==> src/rtl/xlr8_pinsync_pkg.sv <==
// xlr8_pinsync_pkg
// Shared constants and helpers for the pin synchronizer / pin-change
// interrupt block.
//   CNT_W      width of the per-bit filter counter (FILTER_LEN <= 15)
//   ARM_W      width of the post-reset arm counter (arm length <= 20)
//   arm_len()  cycles after reset release during which pulses and PCIF
//              setting are suppressed
package xlr8_pinsync_pkg;

    localparam int CNT_W = 4;
    localparam int ARM_W = 5;

    function automatic int arm_len(int sync_stages, int filter_len);
        return sync_stages + 1 + filter_len;
    endfunction

    function automatic bit sync_stages_ok(int sync_stages);
        return (sync_stages >= 2) && (sync_stages <= 4);
    endfunction

    function automatic bit filter_len_ok(int filter_len);
        return (filter_len >= 0) && (filter_len <= 15);
    endfunction

endpackage

==> src/rtl/xlr8_pinsync_pcint_if.sv <==
// xlr8_pinsync_pcint_if
// Bundles the pad / register-file / interrupt-controller signals of one
// add-on port's input path.
//   slave  : the pin sync block (consumes pads and controls, drives PINx/PCIF)
//   master : the surrounding AVR side
interface xlr8_pinsync_pcint_if #(
    parameter int WIDTH = 8
);
    logic [WIDTH-1:0] pads_in;
    logic [WIDTH-1:0] pcmsk;
    logic             pcie;
    logic             pcif_clr;
    logic             irq_ack;
    logic [WIDTH-1:0] pinx;
    logic [WIDTH-1:0] pin_rise;
    logic [WIDTH-1:0] pin_fall;
    logic             pcif;
    logic             pcint_irq;

    modport master (
        output pads_in, pcmsk, pcie, pcif_clr, irq_ack,
        input  pinx, pin_rise, pin_fall, pcif, pcint_irq
    );

    modport slave (
        input  pads_in, pcmsk, pcie, pcif_clr, irq_ack,
        output pinx, pin_rise, pin_fall, pcif, pcint_irq
    );
endinterface

==> src/rtl/xlr8_pin_filter.sv <==
// xlr8_pin_filter
// One port bit: synchronizer chain, stability filter and registered
// rise/fall pulse generation.
//   clk, rst   core clock, synchronous active-high reset
//   pad_in     asynchronous raw pad value
//   armed      high once the post-reset suppression window has elapsed
//   pinx       synchronized, filtered pin value
//   pin_chg    combinational: pinx updates on the coming edge
//   pin_rise   one-cycle pulse after a filtered 0->1 update
//   pin_fall   one-cycle pulse after a filtered 1->0 update
module xlr8_pin_filter
    import xlr8_pinsync_pkg::*;
#(
    parameter int SYNC_STAGES = 2,
    parameter int FILTER_LEN  = 0
) (
    input  logic clk,
    input  logic rst,
    input  logic pad_in,
    input  logic armed,
    output logic pinx,
    output logic pin_chg,
    output logic pin_rise,
    output logic pin_fall
);

    localparam logic [CNT_W-1:0] FILTER_LAST = CNT_W'(FILTER_LEN);

    logic [SYNC_STAGES-1:0] sync_q, sync_d;
    logic [CNT_W-1:0]       cnt_q, cnt_d;
    logic                   pinx_q, pinx_d;
    logic                   rise_q, rise_d;
    logic                   fall_q, fall_d;
    logic                   sync_out;
    logic                   chg;

    assign sync_out = sync_q[SYNC_STAGES-1];

    always_comb begin
        sync_d = {sync_q[SYNC_STAGES-2:0], pad_in};
    end

    // The counter only runs while the synchronized value disagrees with
    // pinx; any return to agreement restarts the stability window.
    always_comb begin
        cnt_d  = '0;
        pinx_d = pinx_q;
        chg    = 1'b0;
        if (sync_out != pinx_q) begin
            if (cnt_q == FILTER_LAST) begin
                pinx_d = sync_out;
                chg    = 1'b1;
            end else begin
                cnt_d = cnt_q + CNT_W'(1);
            end
        end
        rise_d = armed & chg & sync_out;
        fall_d = armed & chg & ~sync_out;
    end

    always_ff @(posedge clk) begin
        if (rst) begin
            sync_q <= '0;
            cnt_q  <= '0;
            pinx_q <= 1'b0;
            rise_q <= 1'b0;
            fall_q <= 1'b0;
        end else begin
            sync_q <= sync_d;
            cnt_q  <= cnt_d;
            pinx_q <= pinx_d;
            rise_q <= rise_d;
            fall_q <= fall_d;
        end
    end

    assign pinx     = pinx_q;
    assign pin_chg  = chg;
    assign pin_rise = rise_q;
    assign pin_fall = fall_q;

endmodule

==> src/rtl/xlr8_pinsync_pcint.sv <==
// xlr8_pinsync_pcint
// Input path of one add-on port: per-bit synchronize + filter to PINx,
// per-bit edge pulses, and an AVR-style pin-change interrupt flag.
//   clk, rst  core clock, synchronous active-high reset
//   bus       slave side of xlr8_pinsync_pcint_if:
//             pads_in, pcmsk, pcie, pcif_clr, irq_ack  (in)
//             pinx, pin_rise, pin_fall, pcif, pcint_irq (out)
module xlr8_pinsync_pcint
    import xlr8_pinsync_pkg::*;
#(
    parameter int WIDTH       = 8,
    parameter int SYNC_STAGES = 2,
    parameter int FILTER_LEN  = 0
) (
    input  logic                 clk,
    input  logic                 rst,
    xlr8_pinsync_pcint_if.slave  bus
);

    localparam int              ARM_LEN  = arm_len(SYNC_STAGES, FILTER_LEN);
    localparam logic [ARM_W-1:0] ARM_LAST = ARM_W'(ARM_LEN);

    if (!sync_stages_ok(SYNC_STAGES)) begin : g_bad_sync_stages
        $error("xlr8_pinsync_pcint: SYNC_STAGES must be in 2..4");
    end
    if (!filter_len_ok(FILTER_LEN)) begin : g_bad_filter_len
        $error("xlr8_pinsync_pcint: FILTER_LEN must be in 0..15");
    end

    logic [ARM_W-1:0] arm_q, arm_d;
    logic             pcif_q, pcif_d;
    logic             armed;
    logic             set_ev;
    logic [WIDTH-1:0] pinx_w, chg_w, rise_w, fall_w;

    // Saturating counter; the first ARM_LEN cycles after reset would
    // otherwise report the pads leaving the all-zero reset value as edges.
    assign armed = (arm_q == ARM_LAST);

    for (genvar i = 0; i < WIDTH; i++) begin : g_bit
        xlr8_pin_filter #(
            .SYNC_STAGES (SYNC_STAGES),
            .FILTER_LEN  (FILTER_LEN)
        ) u_filter (
            .clk      (clk),
            .rst      (rst),
            .pad_in   (bus.pads_in[i]),
            .armed    (armed),
            .pinx     (pinx_w[i]),
            .pin_chg  (chg_w[i]),
            .pin_rise (rise_w[i]),
            .pin_fall (fall_w[i])
        );
    end

    assign set_ev = armed & (|(chg_w & bus.pcmsk));

    // Set has priority so a change landing on a clear is not lost.
    always_comb begin
        arm_d  = armed ? arm_q : arm_q + ARM_W'(1);
        pcif_d = pcif_q;
        if (set_ev) begin
            pcif_d = 1'b1;
        end else if (bus.pcif_clr || bus.irq_ack) begin
            pcif_d = 1'b0;
        end
    end

    always_ff @(posedge clk) begin
        if (rst) begin
            arm_q  <= '0;
            pcif_q <= 1'b0;
        end else begin
            arm_q  <= arm_d;
            pcif_q <= pcif_d;
        end
    end

    assign bus.pinx      = pinx_w;
    assign bus.pin_rise  = rise_w;
    assign bus.pin_fall  = fall_w;
    assign bus.pcif      = pcif_q;
    assign bus.pcint_irq = pcif_q & bus.pcie;

endmodule
==> src/flat_wrapper.sv <==
// flat-port wrapper written by rule: the top's interface ports become plain ports
module xlr8_pinsync_pcint_flat import xlr8_pinsync_pkg::*;
#(
    parameter int WIDTH       = 8,
    parameter int SYNC_STAGES = 2,
    parameter int FILTER_LEN  = 0
)
  (clk, rst, bus_pads_in, bus_pcmsk, bus_pcie, bus_pcif_clr, bus_irq_ack, bus_pinx, bus_pin_rise, bus_pin_fall, bus_pcif, bus_pcint_irq);
  xlr8_pinsync_pcint_if #(.WIDTH(WIDTH)) bus_i ();
  input  logic clk;
  input  logic rst;
  input wire logic [$bits(bus_i.pads_in)-1:0] bus_pads_in;
  input wire logic [$bits(bus_i.pcmsk)-1:0] bus_pcmsk;
  input wire logic [$bits(bus_i.pcie)-1:0] bus_pcie;
  input wire logic [$bits(bus_i.pcif_clr)-1:0] bus_pcif_clr;
  input wire logic [$bits(bus_i.irq_ack)-1:0] bus_irq_ack;
  output wire logic [$bits(bus_i.pinx)-1:0] bus_pinx;
  output wire logic [$bits(bus_i.pin_rise)-1:0] bus_pin_rise;
  output wire logic [$bits(bus_i.pin_fall)-1:0] bus_pin_fall;
  output wire logic [$bits(bus_i.pcif)-1:0] bus_pcif;
  output wire logic [$bits(bus_i.pcint_irq)-1:0] bus_pcint_irq;
  assign bus_i.pads_in = bus_pads_in;
  assign bus_i.pcmsk = bus_pcmsk;
  assign bus_i.pcie = bus_pcie;
  assign bus_i.pcif_clr = bus_pcif_clr;
  assign bus_i.irq_ack = bus_irq_ack;
  assign bus_pinx = bus_i.pinx;
  assign bus_pin_rise = bus_i.pin_rise;
  assign bus_pin_fall = bus_i.pin_fall;
  assign bus_pcif = bus_i.pcif;
  assign bus_pcint_irq = bus_i.pcint_irq;
  xlr8_pinsync_pcint #(.WIDTH(WIDTH), .SYNC_STAGES(SYNC_STAGES), .FILTER_LEN(FILTER_LEN)) u_core (.clk(clk), .rst(rst), .bus(bus_i));
endmodule
==> config.mk <==
export PLATFORM = sky130hd
export DESIGN_NAME = xlr8_pinsync_pcint_flat
export DESIGN_NICKNAME = d
export VERILOG_FILES = /design/src/rtl/xlr8_pinsync_pkg.sv /design/src/rtl/xlr8_pinsync_pcint_if.sv /design/src/rtl/xlr8_pin_filter.sv /design/src/rtl/xlr8_pinsync_pcint.sv /design/src/flat_wrapper.sv
export SDC_FILE = /design/constraint.sdc
export NUM_CORES = 1
export LEC_CHECK = 0
export ABC_AREA = 1
export CAP_MARGIN = 20
export CORE_MARGIN = 2
export CORE_UTILIZATION = 30
export DETAILED_ROUTE_END_ITERATION = 8
export PLACE_DENSITY = 0.53
export SYNTH_ARGS = -nofsm -noshare
export SYNTH_HDL_FRONTEND = slang
export SYNTH_SLANG_ARGS = --single-unit
==> constraint.sdc <==
create_clock -name clk -period 3.04 [get_ports clk]
set_input_delay 0.608 -clock clk [delete_from_list [all_inputs] [get_ports clk]]
set_output_delay 0.608 -clock clk [all_outputs]
set_load 0.02 [all_outputs]
==> impl_table.tex, run 1 <==
\begin{tabular}{lr}
\hline
Metric & Value \\
\hline
\multicolumn{2}{l}{\textbf{STA}} \\
\quad Share of the clock period used by the worst path & 0.774 \\
\quad Post-route minimum period & approximately 2.4 ns \\
\quad Worst rel slew slack & 0.392 \\
\quad Hold violation count in the final report & 0 \\
\quad Worst clock skew & about 0.0055 ns \\
\quad Timing-limited maximum frequency & 0.425 GHz \\
\quad Setup violation total in the final timing report & 0 \\
\quad Final Max Tran Viols & 0 \\
\quad Worst-margin pin slew & between 0.9 and 1 ns \\
\quad Setup repair after global routing missed its margin & no \\
\quad Sum Neg Setup Slack & 0 ns \\
\multicolumn{2}{l}{\textbf{Power}} \\
\quad Internal power contribution & about 1700 uW \\
\quad Sw Pwr & $\sim$450 uW \\
\quad LEAKAGE & around 0.0017 uW \\
\quad Combinational group share of total power & 0.057 \\
\quad Power Dens Cells & 524 mW/mm2 \\
\quad Peak supply drop & about 0.25 mV \\
\quad Switching Fraction & 0.210 \\
\quad Power share of the clock group & 0.448 \\
\quad Sequential cell fraction of total power & 0.495 \\
\multicolumn{2}{l}{\textbf{Floorplan}} \\
\quad Number of top-level design ports & 47 \\
\quad Initial Util & 0.309 \\
\quad Core Footprint & around 0.011 mm2 \\
\quad Die W & between 100 and 150 um \\
\quad Number of cell rows & 38 \\
\quad Die area & about 0.012 mm2 \\
\quad Die H & roughly 110 um \\
\multicolumn{2}{l}{\textbf{Placement}} \\
\quad Routability-driven placement congestion ratio & $\sim$0.73 \\
\quad Port Buffer Count & 46 \\
\quad Detailed placement HPWL & around 4100 um \\
\quad Placed cell areas & 0.00381 mm2 \\
\multicolumn{2}{l}{\textbf{Global route}} \\
\quad Total routing resource utilization after global routing & 0.105 \\
\quad Largest net degree at the start of global routing & between 40 and 50 \\
\quad First-pass GRT wire length & between 9000 and 10000 um \\
\quad GR Overflow Total & 0 \\
\quad Number of global-route vias before repair & 2282 \\
\quad Antenna violations before repair & 0 \\
\multicolumn{2}{l}{\textbf{Logic synthesis}} \\
\quad Synthesized flop and latch total & 78 \\
\quad Yosys synthesis warning count & 0 \\
\quad Total nets after synthesis & between 400 and 500 \\
\quad Post-Synthesis Cells & 404 \\
\quad Top area cells in the synthesized netlist & dfxtp\_1 46\%, nor2\_1 8.0\%, inv\_1 7.7\% \\
\quad Share of async-settable or async-resettable flops after synthesis & 0 \\
\quad Number of synthesized flops with an enable pin & 0 \\
\quad Top-count cell post-synth & dfxtp\_1 \\
\quad Primary FF master, synth & dfxtp\_1 \\
\quad Commonest cells in the synthesized netlist & 78 x dfxtp\_1, 72 x nor2\_1, 69 x inv\_1 \\
\quad Yosys top cell area share & 0.461 \\
\quad Mean area per synthesized cell & $\sim$8.4 um2 \\
\quad Library cell occupying the most area in the post-synthesis netlist & dfxtp\_1 \\
\quad Post-synthesis cell area & about 0.0034 mm2 \\
\quad Number of unique standard cell types used by synthesis & 21 \\
\quad Sequential element share of the synthesized area & 0.461 \\
\multicolumn{2}{l}{\textbf{CTS}} \\
\quad Maximum level of the CTS H-tree & 3 \\
\quad Clock network latency to the later pin of the worst-skew pair & about 0.33 ns \\
\quad Clk Tree Root Cell & clkbuf\_16 \\
\quad Clock-pin slew on the worst setup and hold paths & approximately 0.050 ns \\
\quad Number of buffers inserted for hold repair after clock tree synthesis & 0 \\
\quad Number of sinks on the clock net & 78 \\
\quad Number of gates given a new drive strength after cts & 0 \\
\quad CTS tree & built \\
\quad Buffer count from post-CTS setup fixing & 0 \\
\quad Number of buffers created by CTS & 9 \\
\quad Buffer levels on the longest clock path & 2 \\
\multicolumn{2}{l}{\textbf{Worst hold path}} \\
\quad Hold Crit Class & flip-flop to flip-flop \\
\multicolumn{2}{l}{\textbf{Layout}} \\
\quad Post-route cell area & slightly above 0.004 mm2 \\
\quad Number of inserted diodes & 0 \\
\quad Area of the multi-input gates & about 0.0013 mm2 \\
\quad Layout-stage area growth over the synthesis result & 20.6\% \\
\quad Total area of sequential cells & approximately 0.0016 mm2 \\
\quad Final-layout fill cell count & around 1100 \\
\quad Layout cells sized above 1 & 0.133 \\
\quad Total Nets Final & 470 \\
\multicolumn{2}{l}{\textbf{Detailed routing}} \\
\quad Final Routed Wirelength & around 5700 um \\
\quad Vias per inst & around 4 \\
\quad Number of DRC violations after detailed routing & 0 \\
\quad DRT iter0 DRCs & between 40 and 50 \\
\quad Average wire per cell in the routed design & between 9 and 10 um \\
\quad Total via count in the routed design & $\sim$2300 \\
\quad First drt pass iteration count & 4 \\
\quad Antenna-violating nets left & 0 \\
\multicolumn{2}{l}{\textbf{Setup path}} \\
\quad Worst Path Arrival & between 1.5 and 2 ns \\
\quad Crit path capture type & output pin \\
\quad Critical Path Source Type & primary input \\
\quad Largest fanout on the critical path & 1 \\
\quad Required time of the worst setup path & $\sim$2.4 ns \\
\quad WS Path Type & primary input to output pin \\
\multicolumn{2}{l}{\textbf{Flow run}} \\
\quad Number of violations of the max-capacitance limit & 0 \\
\multicolumn{2}{l}{\textbf{Outcome}} \\
\quad Status & completed \\
\hline
\end{tabular}
==> through the flow <==
| step | worst slack (ns) | util | cells | hold slack, ns | power, uW |
|---|---|---|---|---|---|
| finish | 0.688 | 0.373 | 576 | 0.396 | 2140 |
| global route | 0.657 | 0.373 | 576 | 0.417 | 2240 |
| CTS | 0.680 | 0.373 | 576 | 0.398 | 2180 |
| detailed placement | 0.682 | 0.349 | 561 | 0.394 | 1200 |
| global placement | 0.687 | 0.349 | 561 | 0.389 | 1200 |
| floorplan | 1.64 | - | 404 | 0.388 | 1160 |
==> cell families (layout without fill, tap and decap cells) <==
| group | count (synthesis) | after routing | share of synthesized area |
|---|---|---|---|
| simple gates | 165 | 165 | 0.241 |
| fa+ha+maj | 17 | 17 | 0.0628 |
| buf+inv | 104 | 136 | 0.146 |
| flops | 78 | 78 | 0.461 |
| xor+xnor | 18 | 18 | 0.0466 |
| compound gates | 22 | 22 | 0.0425 |
==> cells in the final DEF, fill, tap and decap left out, drive strengths merged <==
master         count
dfxtp             78
inv               73
nor2              72
clkdlybuf4s50     45
nand2             43
nand3             26
nor3              20
a21oi             19
ha                17
clkbuf            14
xnor2              9
xor2               9
nor3b              3
o21ai              3
buf                3
or3b               1
clkinv             1
==> critical path, cell delays in order <==
cell and delay, ns:
clkdlybuf4s50_1 0.45, nand2_1 0.05, inv_1 0.05, clkdlybuf4s50_1 0.59
==> layer usage <==
layer / part of all wire / GRT usage / wire length (um)
met2: 0.46 / 0.173 / 2650
met3: 0.056 / 0.0423 / 322
met5: 0 / 0 / 0
met1: 0.47 / 0.125 / 2660
met4: 0.014 / 0.0375 / 80
==> layout make-up <==
cell class,instances,area share
timing repair buffer,48,0.115
tap,140,0.0429
inverter,73,0.0672
sequential,78,0.383
multi-input combinational,222,0.326
clock inverter,1,0.00123
clock buffer,14,0.0647
==> sequential cells by signal, indices dropped and copies added, names as in the netlist <==
signal and cells:
u_core.arm_q 5, u_core.g_bit.u_filter.pinx 8, u_core.bus.pcif 1, u_core.g_bit.u_filter.pin_fall 8
u_core.g_bit.u_filter.pin_rise 8, u_core.g_bit.u_filter.sync_q 16, u_core.g_bit.u_filter.cnt_q 32
==> path summary, 6_finish.rpt <==
| path | from | end | slack [ns] | cells past startpoint |
|---|---|---|---|---|
| worst max-delay path | bus_pcie | bus_pcint_irq | 0.69 | 4 |
| worst min-delay path | u_core.g_bit[1].u_filter.sync_q[0] | u_core.g_bit[1].u_filter.sync_q[1] | 0.40 | 2 |
| worst max register to register | u_core.arm_q[0] | u_core.arm_q[0] | 1.08 | 6 |
| worst min register to register | u_core.g_bit[1].u_filter.sync_q[0] | u_core.g_bit[1].u_filter.sync_q[1] | 0.40 | 2 |
==> power by group through the flow <==
stage                     Sequential, uW  Combinational (uW)  Clock (uW)
after floorplan                     1080                79.2           0
after global placement              1080                 122           0
after detailed placement            1080                 124           0
after CTS                           1060                 125         998
after global routing                1060                 138        1040
final                               1060                 122         959
Note: power is estimated with default switching activity, not from simulation.
==> inputs of run 2 (changes only) <==
--- a/config.mk
+++ b/config.mk
@@ -10,7 +10,7 @@
 export CORE_MARGIN = 2
 export CORE_UTILIZATION = 30
 export DETAILED_ROUTE_END_ITERATION = 8
-export PLACE_DENSITY = 0.53
+export PLACE_DENSITY = 0.55
 export SYNTH_ARGS = -nofsm -noshare
 export SYNTH_HDL_FRONTEND = slang
 export SYNTH_SLANG_ARGS = --single-unit
==> constraint.sdc (replaced) <==
create_clock -name clk -period 2.1 [get_ports clk]
set_input_delay 0.42 -clock clk [delete_from_list [all_inputs] [get_ports clk]]
set_output_delay 0.42 -clock clk [all_outputs]
set_load 0.02 [all_outputs]
==> run 2 against run 1 <==
Against the previous run: clock power grew 69%; wire length shrank 1.3%; register-to-register slack lost 0.53 ns; combinational power grew 47%; largest power group is now clock.
==> impl_table.tex, run 2 (synthesis gave the netlist of run 1 again) <==
\begin{tabular}{lr}
\hline
Metric & Value \\
\hline
\multicolumn{2}{l}{\textbf{Outcome}} \\
\quad Status & completed \\
\multicolumn{2}{l}{\textbf{Detailed routing}} \\
\quad DRT iter0 DRCs & 31 (-31\%) \\
\quad Met3 Routed Length & 292 um (-9.3\%) \\
\quad Average wire per cell in the routed design & 9.75 um (-1.7\%) \\
\quad M1 wire length & 2620 um (-1.5\%) \\
\quad First drt pass iteration count & 4 (unchanged) \\
\quad Max layer used & met4 \\
\quad Vias per inst & 4.07 (-0.13\%) \\
\quad Antenna-violating nets left & 0 (unchanged) \\
\quad Final Routed Wirelength & 5640 um (-1.3\%) \\
\quad DR WL met2 & 2650 um (+0.15\%) \\
\quad Total via count in the routed design & 2351 (+0.21\%) \\
\quad Number of DRC violations after detailed routing & 0 (unchanged) \\
\multicolumn{2}{l}{\textbf{Global route}} \\
\quad GR Overflow Total & 0 (unchanged) \\
\quad Total routing resource utilization after global routing & 0.105 (-0.000618) \\
\quad Antenna violations before repair & 0 (unchanged) \\
\quad Number of global-route vias before repair & 2335 (+2.3\%) \\
\quad First-pass GRT wire length & 9850 um (+0.36\%) \\
\quad Largest net degree at the start of global routing & 44 (unchanged) \\
\multicolumn{2}{l}{\textbf{CTS}} \\
\quad Clk Tree Root Cell & clkbuf\_16 \\
\quad Buffer levels on the longest clock path & 2 (unchanged) \\
\quad CTS tree & built \\
\quad Clock network latency to the later pin of the worst-skew pair & 0.32 ns (about the same) \\
\quad Number of gates given a new drive strength after cts & 0 (unchanged) \\
\quad Clock-pin slew on the worst setup and hold paths & 0.06 ns (about the same) \\
\quad Buffer count from post-CTS setup fixing & 0 (unchanged) \\
\quad Number of buffers inserted for hold repair after clock tree synthesis & 0 (unchanged) \\
\quad Maximum level of the CTS H-tree & 3 (unchanged) \\
\quad Number of buffers created by CTS & 9 (unchanged) \\
\quad Number of sinks on the clock net & 78 (unchanged) \\
\multicolumn{2}{l}{\textbf{STA}} \\
\quad Setup violation total in the final timing report & 0 (unchanged) \\
\quad Share of the clock period used by the worst path & 0.942 \\
\quad Timing-limited maximum frequency & approximately 0.51 GHz \\
\quad Final Max Tran Viols & 0 (unchanged) \\
\quad Post-route minimum period & $\sim$2.0 ns \\
\quad Sum Neg Setup Slack & 0 ns (unchanged) \\
\quad Setup repair after global routing missed its margin & no \\
\quad Worst clock skew & 0.00600 ns (+0.000486 ns) \\
\quad Worst rel slew slack & 0.643 (+0.251) \\
\quad Worst-margin pin slew & 0.536 ns (-0.372 ns) \\
\quad Hold violation count in the final report & 0 (unchanged) \\
\multicolumn{2}{l}{\textbf{Floorplan}} \\
\quad Number of cell rows & 38 (unchanged) \\
\quad Die H & 110 um (unchanged) \\
\quad Die W & 110 um (unchanged) \\
\quad Core Footprint & 0.0109 mm2 (unchanged) \\
\quad Number of top-level design ports & 47 (unchanged) \\
\quad Die area & 0.0121 mm2 (unchanged) \\
\quad Initial Util & 0.309 (unchanged) \\
\multicolumn{2}{l}{\textbf{Setup path}} \\
\quad Critical Path Source Type & primary input \\
\quad Critical path buffer and inverter count & 3 (unchanged) \\
\quad Largest delay contributor family on the critical path & buffers and inverters \\
\quad Worst-path cell chain & clkdlybuf4s50\_1, nand2\_1, inv\_1, clkdlybuf4s50\_1 \\
\quad Peak per-stage delay on the critical path & 0.59 ns (about the same) \\
\quad Required time of the worst setup path & 1.68 ns (-0.75 ns) \\
\quad Reg-to-reg setup timing slack & 0.55 ns (-0.53 ns) \\
\quad Crit path capture type & output pin \\
\quad Largest fanout on the critical path & 1 (unchanged) \\
\quad Worst Path Arrival & 1.56 ns (-0.18 ns) \\
\quad WS Path Type & primary input to output pin \\
\quad Worst R2R Start & u\_core.arm\_q[0] \\
\quad Count of cells along the worst register-to-register path & 6 (unchanged) \\
\quad Cell with the largest stage delay on the worst path & clkdlybuf4s50\_1 \\
\quad Critical path's most frequent cell & clkdlybuf4s50\_1 \\
\quad R2r endpoint & u\_core.g\_bit[5].u\_filter.pin\_rise \\
\multicolumn{2}{l}{\textbf{Placement}} \\
\quad Placed cell areas & 0.00382 mm2 (+0.20\%) \\
\quad Routability-driven placement congestion ratio & 0.747 (+2.0\%) \\
\quad Port Buffer Count & 46 (unchanged) \\
\quad Detailed placement HPWL & 4230 um (+2.2\%) \\
\multicolumn{2}{l}{\textbf{Layout}} \\
\quad Registers with the highest flip-flop counts & u\_core.g\_bit.u\_filter.cnt\_q x32, u\_core.g\_bit.u\_filter.sync\_q x16 \\
\quad Commonest cells after routing, fill and taps aside & 78 x dfxtp\_1, 72 x nor2\_1, 69 x inv\_1 \\
\quad Post-route cell area & 0.00414 mm2 (+1.3\%) \\
\quad Final-layout fill cell count & 1129 (-1.5\%) \\
\quad Layout-stage area growth over the synthesis result & 22.2\% \\
\quad Flip-flop count of the largest register after layout & 32 (unchanged) \\
\quad Commonest non-fill, non-tap cell in the layout & dfxtp\_1 \\
\quad Final cell utilization of the core & 0.378 (+0.00503) \\
\quad Largest register by flop count & u\_core.g\_bit.u\_filter.cnt\_q \\
\quad Number of inserted diodes & 0 (unchanged) \\
\quad Total Nets Final & 471 (+0.21\%) \\
\quad Layout cells sized above 1 & 0.139 (+0.00624) \\
\multicolumn{2}{l}{\textbf{Power}} \\
\quad Power Dens Cells & 806 mW/mm2 (+54\%) \\
\quad Peak supply drop & 0.331 mV (+34\%) \\
\quad LEAKAGE & 0.00172 uW (+1.7\%) \\
\quad Total Power & 3330 uW (+56\%) \\
\multicolumn{2}{l}{\textbf{Worst hold path}} \\
\quad Hold Crit Class & flip-flop to flip-flop \\
\quad Min-Delay Startpoint & u\_core.g\_bit[1].u\_filter.sync\_q[0] \\
\quad Destination of the worst hold path & u\_core.g\_bit[1].u\_filter.sync\_q[1] \\
\quad Worst Hold Depth & 2 (unchanged) \\
\multicolumn{2}{l}{\textbf{Flow run}} \\
\quad Number of violations of the max-capacitance limit & 0 (unchanged) \\
\hline
\end{tabular}
-- run 2: worst min-delay path: stages, from the launching register on --
cell and delay, ns:
dfxtp_1 0.29, inv_1 0.04, nor2_1 0.03
-- run 2: power breakdown --
part,leakage [uW],switching (uW),internal (uW)
combinational,0.000931,97.2,81.6
clock,0.000157,553,1070
sequential,0.000632,21.8,1510
-- run 2: layout make-up --
cell class	instances	area, um2	share of cell area
well taps	140	175	0.0424
clock buffers	12	246	0.0596
flip-flops and latches	78	1560	0.378
multi-input cells	222	1330	0.322
clock inverters	4	70.1	0.0169
inverters	73	274	0.0663
repair buffers	49	478	0.116
-- run 2: layer usage --
layer	GRT usage	vias to the layer above
li1	-	1262
met1	0.120	1045
met2	0.180	36
met3	0.0394	8
met4	0.0357	0
met5	0	-
-- run 2: worst max-delay path by stage --
stage	from	to	depth (start not counted)
CTS	bus_pcie	bus_pcint_irq	4
floorplan	u_core.g_bit[4].u_filter.cnt_q[0]	u_core.g_bit[4].u_filter.pinx	9
detailed placement	bus_pcie	bus_pcint_irq	4
global route	bus_pcie	bus_pcint_irq	4
global placement	bus_pcie	bus_pcint_irq	4
finish	bus_pcie	bus_pcint_irq	4
-- run 2: metrics by stage --
step	hold slack [ns]	setup WS, ns	instances
3_3_place_gp	0.390	0.123	562
2_1_floorplan	0.388	0.915	404
6_report	0.394	0.122	578
3_5_place_dp	0.394	0.115	562
4_1_cts	0.395	0.115	578
5_1_grt	0.416	0.0534	578
